**src/rtl/fetch_queue_if.sv**
```systemverilog
// Fetch-to-decode queue bus: fetch push side, decode pop side, flush and status.
// The master modport is the fetch/decode environment; the slave modport is the queue.
interface fetch_queue_if #(
  parameter int unsigned DEPTH = 4,
  parameter int unsigned IW    = 32,
  parameter int unsigned PCW   = 25
);
  localparam int unsigned CW = $clog2(DEPTH + 1);

  logic           in_valid;
  logic [IW-1:0]  in_inst;
  logic [PCW-1:0] in_pc;
  logic           in_ready;
  logic           flush;
  logic           out_valid;
  logic [IW-1:0]  out_inst;
  logic [PCW-1:0] out_pc;
  logic           out_ready;
  logic [CW-1:0]  count;
  logic           overflow;

  modport master (
    output in_valid, in_inst, in_pc, flush, out_ready,
    input  in_ready, out_valid, out_inst, out_pc, count, overflow
  );

  modport slave (
    input  in_valid, in_inst, in_pc, flush, out_ready,
    output in_ready, out_valid, out_inst, out_pc, count, overflow
  );
endinterface

```
**src/rtl/fetch_queue.sv**
```systemverilog
// Circular instruction queue between fetch and decode with credit-style in_ready and flush squash.
// Optional same-cycle bypass of an empty queue: define FETCH_QUEUE_BYPASS_EN.
module fetch_queue #(
  parameter int unsigned DEPTH = 4,
  parameter int unsigned IW    = 32,
  parameter int unsigned PCW   = 25
) (
  input logic          clk,
  input logic          rst,
  fetch_queue_if.slave bus
);
  localparam int unsigned AW = $clog2(DEPTH);
  localparam int unsigned CW = $clog2(DEPTH + 1);

  typedef struct packed {
    logic [IW-1:0]  inst;
    logic [PCW-1:0] pc;
  } entry_t;

  entry_t        mem [DEPTH];
  logic [AW-1:0] rp;
  logic [AW-1:0] wp;
  logic [CW-1:0] count_q;
  logic          overflow_q;
  logic          shadow;

  entry_t head_c;
  logic   out_valid_c;
  logic   bypass_hit_c;
  logic   pop_c;
  logic   push_c;
  logic   full_c;
  logic   wr_en_c;
  logic   rd_adv_c;

  // Head selection; an empty queue may forward the incoming word when bypass is built in.
  always_comb begin
    head_c       = mem[rp];
    bypass_hit_c = 1'b0;
    out_valid_c  = (count_q != '0) && !bus.flush && !shadow;
`ifdef FETCH_QUEUE_BYPASS_EN
    bypass_hit_c = (count_q == '0) && !shadow && !bus.flush && bus.in_valid;
    if (bypass_hit_c) begin
      out_valid_c = 1'b1;
      head_c      = '{inst: bus.in_inst, pc: bus.in_pc};
    end
`endif
  end

  assign pop_c    = out_valid_c && bus.out_ready;
  assign push_c   = bus.in_valid && !shadow && !bus.flush;
  assign full_c   = (count_q == CW'(DEPTH));
  // A bypassed word consumed this cycle never touches storage.
  assign wr_en_c  = push_c && !(bypass_hit_c && bus.out_ready) && (!full_c || pop_c);
  assign rd_adv_c = pop_c && !bypass_hit_c;

  // One slot stays reserved for the RAM read fetch issued last cycle.
  assign bus.in_ready  = (count_q <= (CW'(DEPTH - 2) + CW'(pop_c)));
  assign bus.out_valid = out_valid_c;
  assign bus.out_inst  = head_c.inst;
  assign bus.out_pc    = head_c.pc;
  assign bus.count     = count_q;
  assign bus.overflow  = overflow_q;

  always_ff @(posedge clk) begin
    if (rst) begin
      rp         <= '0;
      wp         <= '0;
      count_q    <= '0;
      overflow_q <= 1'b0;
      shadow     <= 1'b0;
    end else begin
      // Each flush re-arms the squash of the word already in flight.
      shadow <= bus.flush;
      if (bus.flush) begin
        rp      <= '0;
        wp      <= '0;
        count_q <= '0;
      end else begin
        if (wr_en_c)  wp <= wp + AW'(1);
        if (rd_adv_c) rp <= rp + AW'(1);
        count_q <= count_q + CW'(wr_en_c) - CW'(rd_adv_c);
        if (push_c && full_c && !pop_c) overflow_q <= 1'b1;
      end
    end
  end

  always_ff @(posedge clk) begin
    if (!rst && wr_en_c) mem[wp] <= '{inst: bus.in_inst, pc: bus.in_pc};
  end
endmodule

```
**src/flat_wrapper.sv**
```systemverilog
// flat-port wrapper written by rule: the top's interface ports become plain ports
module fetch_queue_flat 
#(
  parameter int unsigned DEPTH = 4,
  parameter int unsigned IW    = 32,
  parameter int unsigned PCW   = 25
)
  (clk, rst, bus_in_valid, bus_in_inst, bus_in_pc, bus_flush, bus_out_ready, bus_in_ready, bus_out_valid, bus_out_inst, bus_out_pc, bus_count, bus_overflow);
  fetch_queue_if #(.DEPTH(DEPTH), .IW(IW), .PCW(PCW)) bus_i ();
  input logic clk;
  input logic rst;
  input wire logic [$bits(bus_i.in_valid)-1:0] bus_in_valid;
  input wire logic [$bits(bus_i.in_inst)-1:0] bus_in_inst;
  input wire logic [$bits(bus_i.in_pc)-1:0] bus_in_pc;
  input wire logic [$bits(bus_i.flush)-1:0] bus_flush;
  input wire logic [$bits(bus_i.out_ready)-1:0] bus_out_ready;
  output wire logic [$bits(bus_i.in_ready)-1:0] bus_in_ready;
  output wire logic [$bits(bus_i.out_valid)-1:0] bus_out_valid;
  output wire logic [$bits(bus_i.out_inst)-1:0] bus_out_inst;
  output wire logic [$bits(bus_i.out_pc)-1:0] bus_out_pc;
  output wire logic [$bits(bus_i.count)-1:0] bus_count;
  output wire logic [$bits(bus_i.overflow)-1:0] bus_overflow;
  assign bus_i.in_valid = bus_in_valid;
  assign bus_i.in_inst = bus_in_inst;
  assign bus_i.in_pc = bus_in_pc;
  assign bus_i.flush = bus_flush;
  assign bus_i.out_ready = bus_out_ready;
  assign bus_in_ready = bus_i.in_ready;
  assign bus_out_valid = bus_i.out_valid;
  assign bus_out_inst = bus_i.out_inst;
  assign bus_out_pc = bus_i.out_pc;
  assign bus_count = bus_i.count;
  assign bus_overflow = bus_i.overflow;
  fetch_queue #(.DEPTH(DEPTH), .IW(IW), .PCW(PCW)) u_core (.clk(clk), .rst(rst), .bus(bus_i));
endmodule
```
**config.mk**
```make
export PLATFORM = sky130hd
export DESIGN_NAME = fetch_queue_flat
export DESIGN_NICKNAME = d
export VERILOG_FILES = /design/src/rtl/fetch_queue_if.sv /design/src/rtl/fetch_queue.sv /design/src/flat_wrapper.sv
export SDC_FILE = /design/constraint.sdc
export NUM_CORES = 1
export LEC_CHECK = 0
export CORE_MARGIN = 3
export CORE_UTILIZATION = 50
export DETAILED_ROUTE_END_ITERATION = 6
export PLACE_DENSITY = 0.74
export SETUP_SLACK_MARGIN = 0.15
export SYNTH_ARGS = -nofsm -noshare
export SYNTH_HDL_FRONTEND = slang
export SYNTH_SLANG_ARGS = --single-unit
```
**constraint.sdc**
```tcl
create_clock -name clk -period 9.3 [get_ports clk]
set_input_delay 1.86 -clock clk [delete_from_list [all_inputs] [get_ports clk]]
set_output_delay 1.86 -clock clk [all_outputs]
set_load 0.02 [all_outputs]
```
==> results.yml, run 1 <==
grt:
  busiest_layer: "met2"
  grtUsageMet2: 0.277
  grt_pass1_vias: 4443
  gr-usage-met1: 0.220
  use_met3: 0.0386
  grt_max_degree: 42
  antenna_found_initial: 1
  grt_usage: 0.164
  grt_overflow: 0
  grt_pass1_wl_mm: 24.8
die:
  dieArea_um2: 19200
  num_rows: 47
  die_width_um: 139
  core_um2: 16900
  start_util: 0.521
  io-pin-count: 125
  die_y_um: 139
setup_path:
  crit_path_start_kind: "input pin"
  crit_required_ns: 7.44
  critical_path_class: "input pin to primary output"
  cpLargestDelayFamily: "buffers and inverters"
  critPathBufInv: 2
  cp.arrival_ns: 4.01
  crit_path_max_incr_delay_ns: 0.63
  crit_slowest_cell: "clkdlybuf4s50_1"
  r2r-start: "u_core.bus.count[1]"
  critPathLaunch: "bus_flush"
  crit_top_cell: "clkdlybuf4s50_1"
  path_cells: "clkdlybuf4s50_1 > nor2_1 > and3_1 > ha_1 > nand2_1 > a31oi_1 > clkdlybuf4s50_1"
  path_max_fanout: 6
  crit_path_end_kind: "primary output"
timing:
  finalClockSkew_ns: 0.0130
  clock.fmax_ghz: 0.170
  setup_viol: 0
  finalSetupTns_ns: 0
  finalHoldViolations: 0
  tightest_slew_ns: 0.723
  post-route-min-period_ns: 5.87
  fin_crit_sh: 0.632
  finalMaxSlewViolations: 0
  rsz0062_at_grt: "false"
  slew_headroom: 0.518
final_layout:
  diodes: 0
  drive_above_1_share: 0.211
  fin_util: 0.657
  final_common_cell: "edfxtp_1"
  layout_common_cells: "228 x edfxtp_1, 124 x clkdlybuf4s50_1, 57 x mux4_2, 25 x clkbuf_16, 10 x buf_4"
  fin_nets: 577
  area_growth_pct: 26.1
yosys:
  yosysWarnings: 0
  postSynthNetCount: 430
  syn_avg_cell_area_um2: 24.4
  yosysSeqAreaShare: 0.803
  synth.cell_area_um2: 8800
  ys_seq_elements: 239
  synth_cell_type_count: 26
  synthCells: 360
power:
  peakVddDrop_mv: 0.123
  p_comb_frac: 0.038
  p_switching_mw: 0.409
  p_sw_frac: 0.187
  power_leakage_nw: 3.51
  seqPwrFrac: 0.545
  power-per-cell-area_nw_per_um2: 197
  pwr-share-clk: 0.417
  power.internal_mw: 1.77
clocking:
  clk_pin_slew_worst_paths_ns: 0.06
  cts_setup_buffers: 0
  cts_tree: "built"
  cts_sinks: 239
  hold_buffers: 0
  clock_latency_ns: 0.50
  root_buffer: "clkbuf_16"
  cts-resized-gates: 0
  cts_buffers: 24
  htree_num_levels: 1
  cts_buffer_depth: 3
placed_design:
  dp_hpwl_mm: 9.44
  gp_congestion: 0.766
  port_buffers: 124
route:
  antenna_left: 0
  drtIter0Drc: 244
  drc: 0
  via_count: 4074
  dr.pass1.iters: 4
  viasPerCell: 5.47
  wl_per_cell_um: 21.0
  totalWireLength_mm: 15.7
status:
  status: "completed"
hold_path:
  hold_path_startpoint: "u_core.bus.overflow"
  min_path_type: "register to register"
run:
  maxCapViolCount: 0
cells in the mapped netlist:
library cell,count,area share
fa_1,1,0.0023
clkbuf_1,3,0.0013
mux2i_1,3,0.0034
ha_1,7,0.010
nor4b_1,1,0.0010
dfxtp_1,11,0.025
nand4_1,2,0.0014
nand2_1,7,0.0030
a31oi_1,2,0.0014
buf_6,4,0.0051
o21ai_0,2,0.0011
mux4_2,57,0.15
and3_1,1,0.00071
nor3_1,2,0.0011
inv_1,8,0.0034
xnor2_1,1,0.0010
and2_1,3,0.0021
or3_1,1,0.00071
nor3b_1,4,0.0034
buf_4,2,0.0017
or3_4,1,0.0013
edfxtp_1,228,0.78
nand3b_2,1,0.0013
nor2b_1,1,0.00071
buf_2,4,0.0023
nor2_1,3,0.0013
registers in the layout, indices dropped and copies added, names as in the netlist, named ones only:
register,flops
u_core.mem,228
u_core.bus.count,3
u_core.rp,2
u_core.wp,2
u_core.bus.overflow,1
u_core.shadow,1
logic make-up after synthesis:
| logic type | after synthesis | synth area share |
|---|---|---|
| xor+xnor | 1 | 0.000995 |
| fa+ha+maj | 8 | 0.0122 |
| compound gates | 4 | 0.00256 |
| buf+inv | 21 | 0.0138 |
| flops | 239 | 0.803 |
| mux | 60 | 0.149 |
| simple gates | 27 | 0.0181 |
layout make-up:
cell class | count | area, um2
timing repair buffer | 134 | 1320
multi-input combinational | 100 | 1630
clock buffer | 32 | 682
clock inverter | 12 | 86.3
inverter | 8 | 30.0
sequential | 239 | 7070
fill | 1088 | 5780
tap | 220 | 275
power by group through the flow:
stage / combinational (mW) / sequential [mW] / clock, mW
finish: 0.0829 / 1.19 / 0.909
global route: 0.0888 / 1.19 / 0.979
detailed placement: 0.0837 / 1.21 / 0
CTS: 0.0841 / 1.19 / 0.935
global placement: 0.0804 / 1.21 / 0
floorplan: 0.0273 / 1.21 / 0
worst paths after layout:
kind	to	slack (ns)	depth (start not counted)
worst max-delay path	bus_in_ready	3.43	7
worst min register to register	u_core.bus.overflow	0.49	2
worst max register to register	u_core.bus.count[2]	7.02	8
worst min-delay path	u_core.bus.overflow	0.49	2
metal layers:
metal	wire (um)	part of all wire	vias up
met1	6510	0.42	2098
met4	277	0.018	2
met2	7810	0.50	128
met5	7	0.00045	-
met3	1060	0.067	29
li1	-	-	1817
stage by stage:
stage | cell area [um2] | hold slack [ns] | std cells | power (mW) | setup slack (ns)
after floorplan | 8800 | 0.450 | 360 | 1.24 | 2.20
after global placement | 10300 | 0.468 | 701 | 1.29 | 3.56
after detailed placement | 10300 | 0.468 | 701 | 1.30 | 3.46
after CTS | 11100 | 0.493 | 745 | 2.21 | 3.43
after global routing | 11100 | 0.516 | 745 | 2.26 | 3.32
final | 11100 | 0.490 | 745 | 2.18 | 3.43
worst min-delay path, stage by stage (launching register included):
cell     delay (ns)
dfxtp_1        0.34
a31oi_1        0.05
nor2_1         0.07
Note: power is estimated with default switching activity, not from simulation.
==> run 2: changes to the inputs <==
CORE_UTILIZATION = 49   (was 50)
PLACE_DENSITY = 0.76   (was 0.74)
clock period = 5.4 ns   (was 9.3 ns; I/O delays follow)
==> results.yml, run 2 (synthesis gave the netlist of run 1 again) <==
power:
  pwr-share-clk: 0.409
  seqPwrFrac: 0.552
  power-per-cell-area_nw_per_um2: 335
  peakVddDrop_mv: 0.307
  p_comb_frac: 0.039
  power.total_mw: 3.71
  p_sw_frac: 0.189
  power_leakage_nw: 3.50
  p_switching_mw: 0.702
  power.internal_mw: 3.01
die:
  io-pin-count: 125
  dieArea_um2: 19600
  die_y_um: 140
  start_util: 0.505
  die_width_um: 140
  core_um2: 17400
  num_rows: 48
timing:
  post-route-min-period_ns: 4.35
  slew_headroom: 0.509
  setup_viol: 0
  rsz0062_at_grt: "false"
  clock.fmax_ghz: 0.230
  finalClockSkew_ns: 0.0171
  tightest_slew_ns: 0.736
  finalHoldViolations: 0
  fin_crit_sh: 0.805
  finalMaxSlewViolations: 0
  setup_ws_ns: 1.05
grt:
  grt_pass1_wl_mm: 24.8
  grt_pass1_vias: 4472
  grt_usage: 0.160
  grt_overflow: 0
  grt_max_degree: 37
  antenna_found_initial: 1
final_layout:
  layout_common_cells: "228 x edfxtp_1, 124 x clkdlybuf4s50_1, 57 x mux4_2, 25 x clkbuf_16, 11 x buf_4"
  final_common_cell: "edfxtp_1"
  diodes: 0
  top_register: "u_core.mem"
  drive_above_1_share: 0.210
  fin_util: 0.635
  finalInstanceArea_um2: 11100
  largest_reg_flops: 228
  area_growth_pct: 25.8
  fin_nets: 578
clocking:
  cts_buffers: 24
  root_buffer: "clkbuf_16"
  hold_buffers: 0
  cts_setup_buffers: 0
  cts-resized-gates: 0
  clk_pin_slew_worst_paths_ns: 0.06
  cts_tree: "built"
  cts_sinks: 239
  clock_latency_ns: 0.50
  cts_buffer_depth: 3
  htree_num_levels: 1
placed_design:
  placed_area_um2: 10300
  dp_slack_ns: 1.11
  gp_congestion: 0.766
  dp_hpwl_mm: 9.34
  port_buffers: 124
run:
  maxCapViolCount: 0
setup_path:
  path_max_fanout: 6
  crit_path_max_incr_delay_ns: 0.63
  cp.arrival_ns: 3.27
  crit_path_start_kind: "input pin"
  crit_top_cell: "clkdlybuf4s50_1"
  cpLargestDelayFamily: "buffers and inverters"
  crit_slowest_cell: "clkdlybuf4s50_1"
  critical_path_class: "input pin to primary output"
  crit_required_ns: 4.32
  path_cells: "clkdlybuf4s50_1 > nor2_1 > and3_1 > ha_1 > nand2_1 > a31oi_1 > clkdlybuf4s50_1"
  crit_path_end_kind: "primary output"
  critPathBufInv: 2
hold_path:
  min_path_type: "register to register"
route:
  antenna_left: 0
  dr.pass1.iters: 4
  drtIter0Drc: 215
  via_count: 4096
  wl_per_cell_um: 20.8
  viasPerCell: 5.48
  drc: 0
  totalWireLength_mm: 15.6
status:
  status: "completed"
[run 2: changes by cell type in the layout (fill, tap and decap cells not counted)]
cell	delta
inv_6	+1
clkinv_4	-1
clkinv_2	+1
clkbuf_8	-3
clkbuf_1	-1
buf_4	+1
[run 2: worst min-delay path, cell delays in order, from the launching register on]
cell and delay, ns:
dfxtp_1 0.31, nand2_1 0.06, mux2i_1 0.07
[run 2: worst paths after layout]
kind	startpoint	end	slack (ns)	cells after the start
max reg2reg	u_core.bus.count[1]	u_core.bus.count[2]	3.09	8
min	u_core.rp[1]	register	0.49	2
max	bus_flush	bus_in_ready	1.05	7
min reg2reg	u_core.rp[1]	register	0.49	2
[run 2: final cells by class]
type,count,area (um2)
clock inverters,13,91.3
flip-flops and latches,239,7070
multi-input cells,100,1630
repair buffers,135,1320
inverters,8,30.0
well taps,225,282
clock buffers,28,637
fillers,1167,6350
[run 2: stage by stage]
stage,TNS [ns],instances,hold slack (ns)
floorplan,-209.86,360,0.450
global placement,0,707,0.468
detailed placement,0,707,0.459
CTS,0,748,0.489
global route,0,748,0.508
finish,0,748,0.493
[run 2: power by group through the flow]
stage	clock network, mW	logic (mW)	registers [mW]
5_1_grt	1.62	0.154	2.05
3_5_place_dp	0	0.145	2.09
3_3_place_gp	0	0.138	2.09
6_report	1.52	0.144	2.05
2_1_floorplan	0	0.0471	2.09
4_1_cts	1.55	0.145	2.05
[run 2: routing by layer]
| layer | vias up | track usage | share of wire |
|---|---|---|---|
| li1 | 1809 | - | - |
| met1 | 2139 | 0.218 | 0.41 |
| met2 | 125 | 0.267 | 0.50 |
| met3 | 21 | 0.0420 | 0.070 |
| met4 | 2 | 0.0316 | 0.015 |
| met5 | - | 0 | 0.00083 |
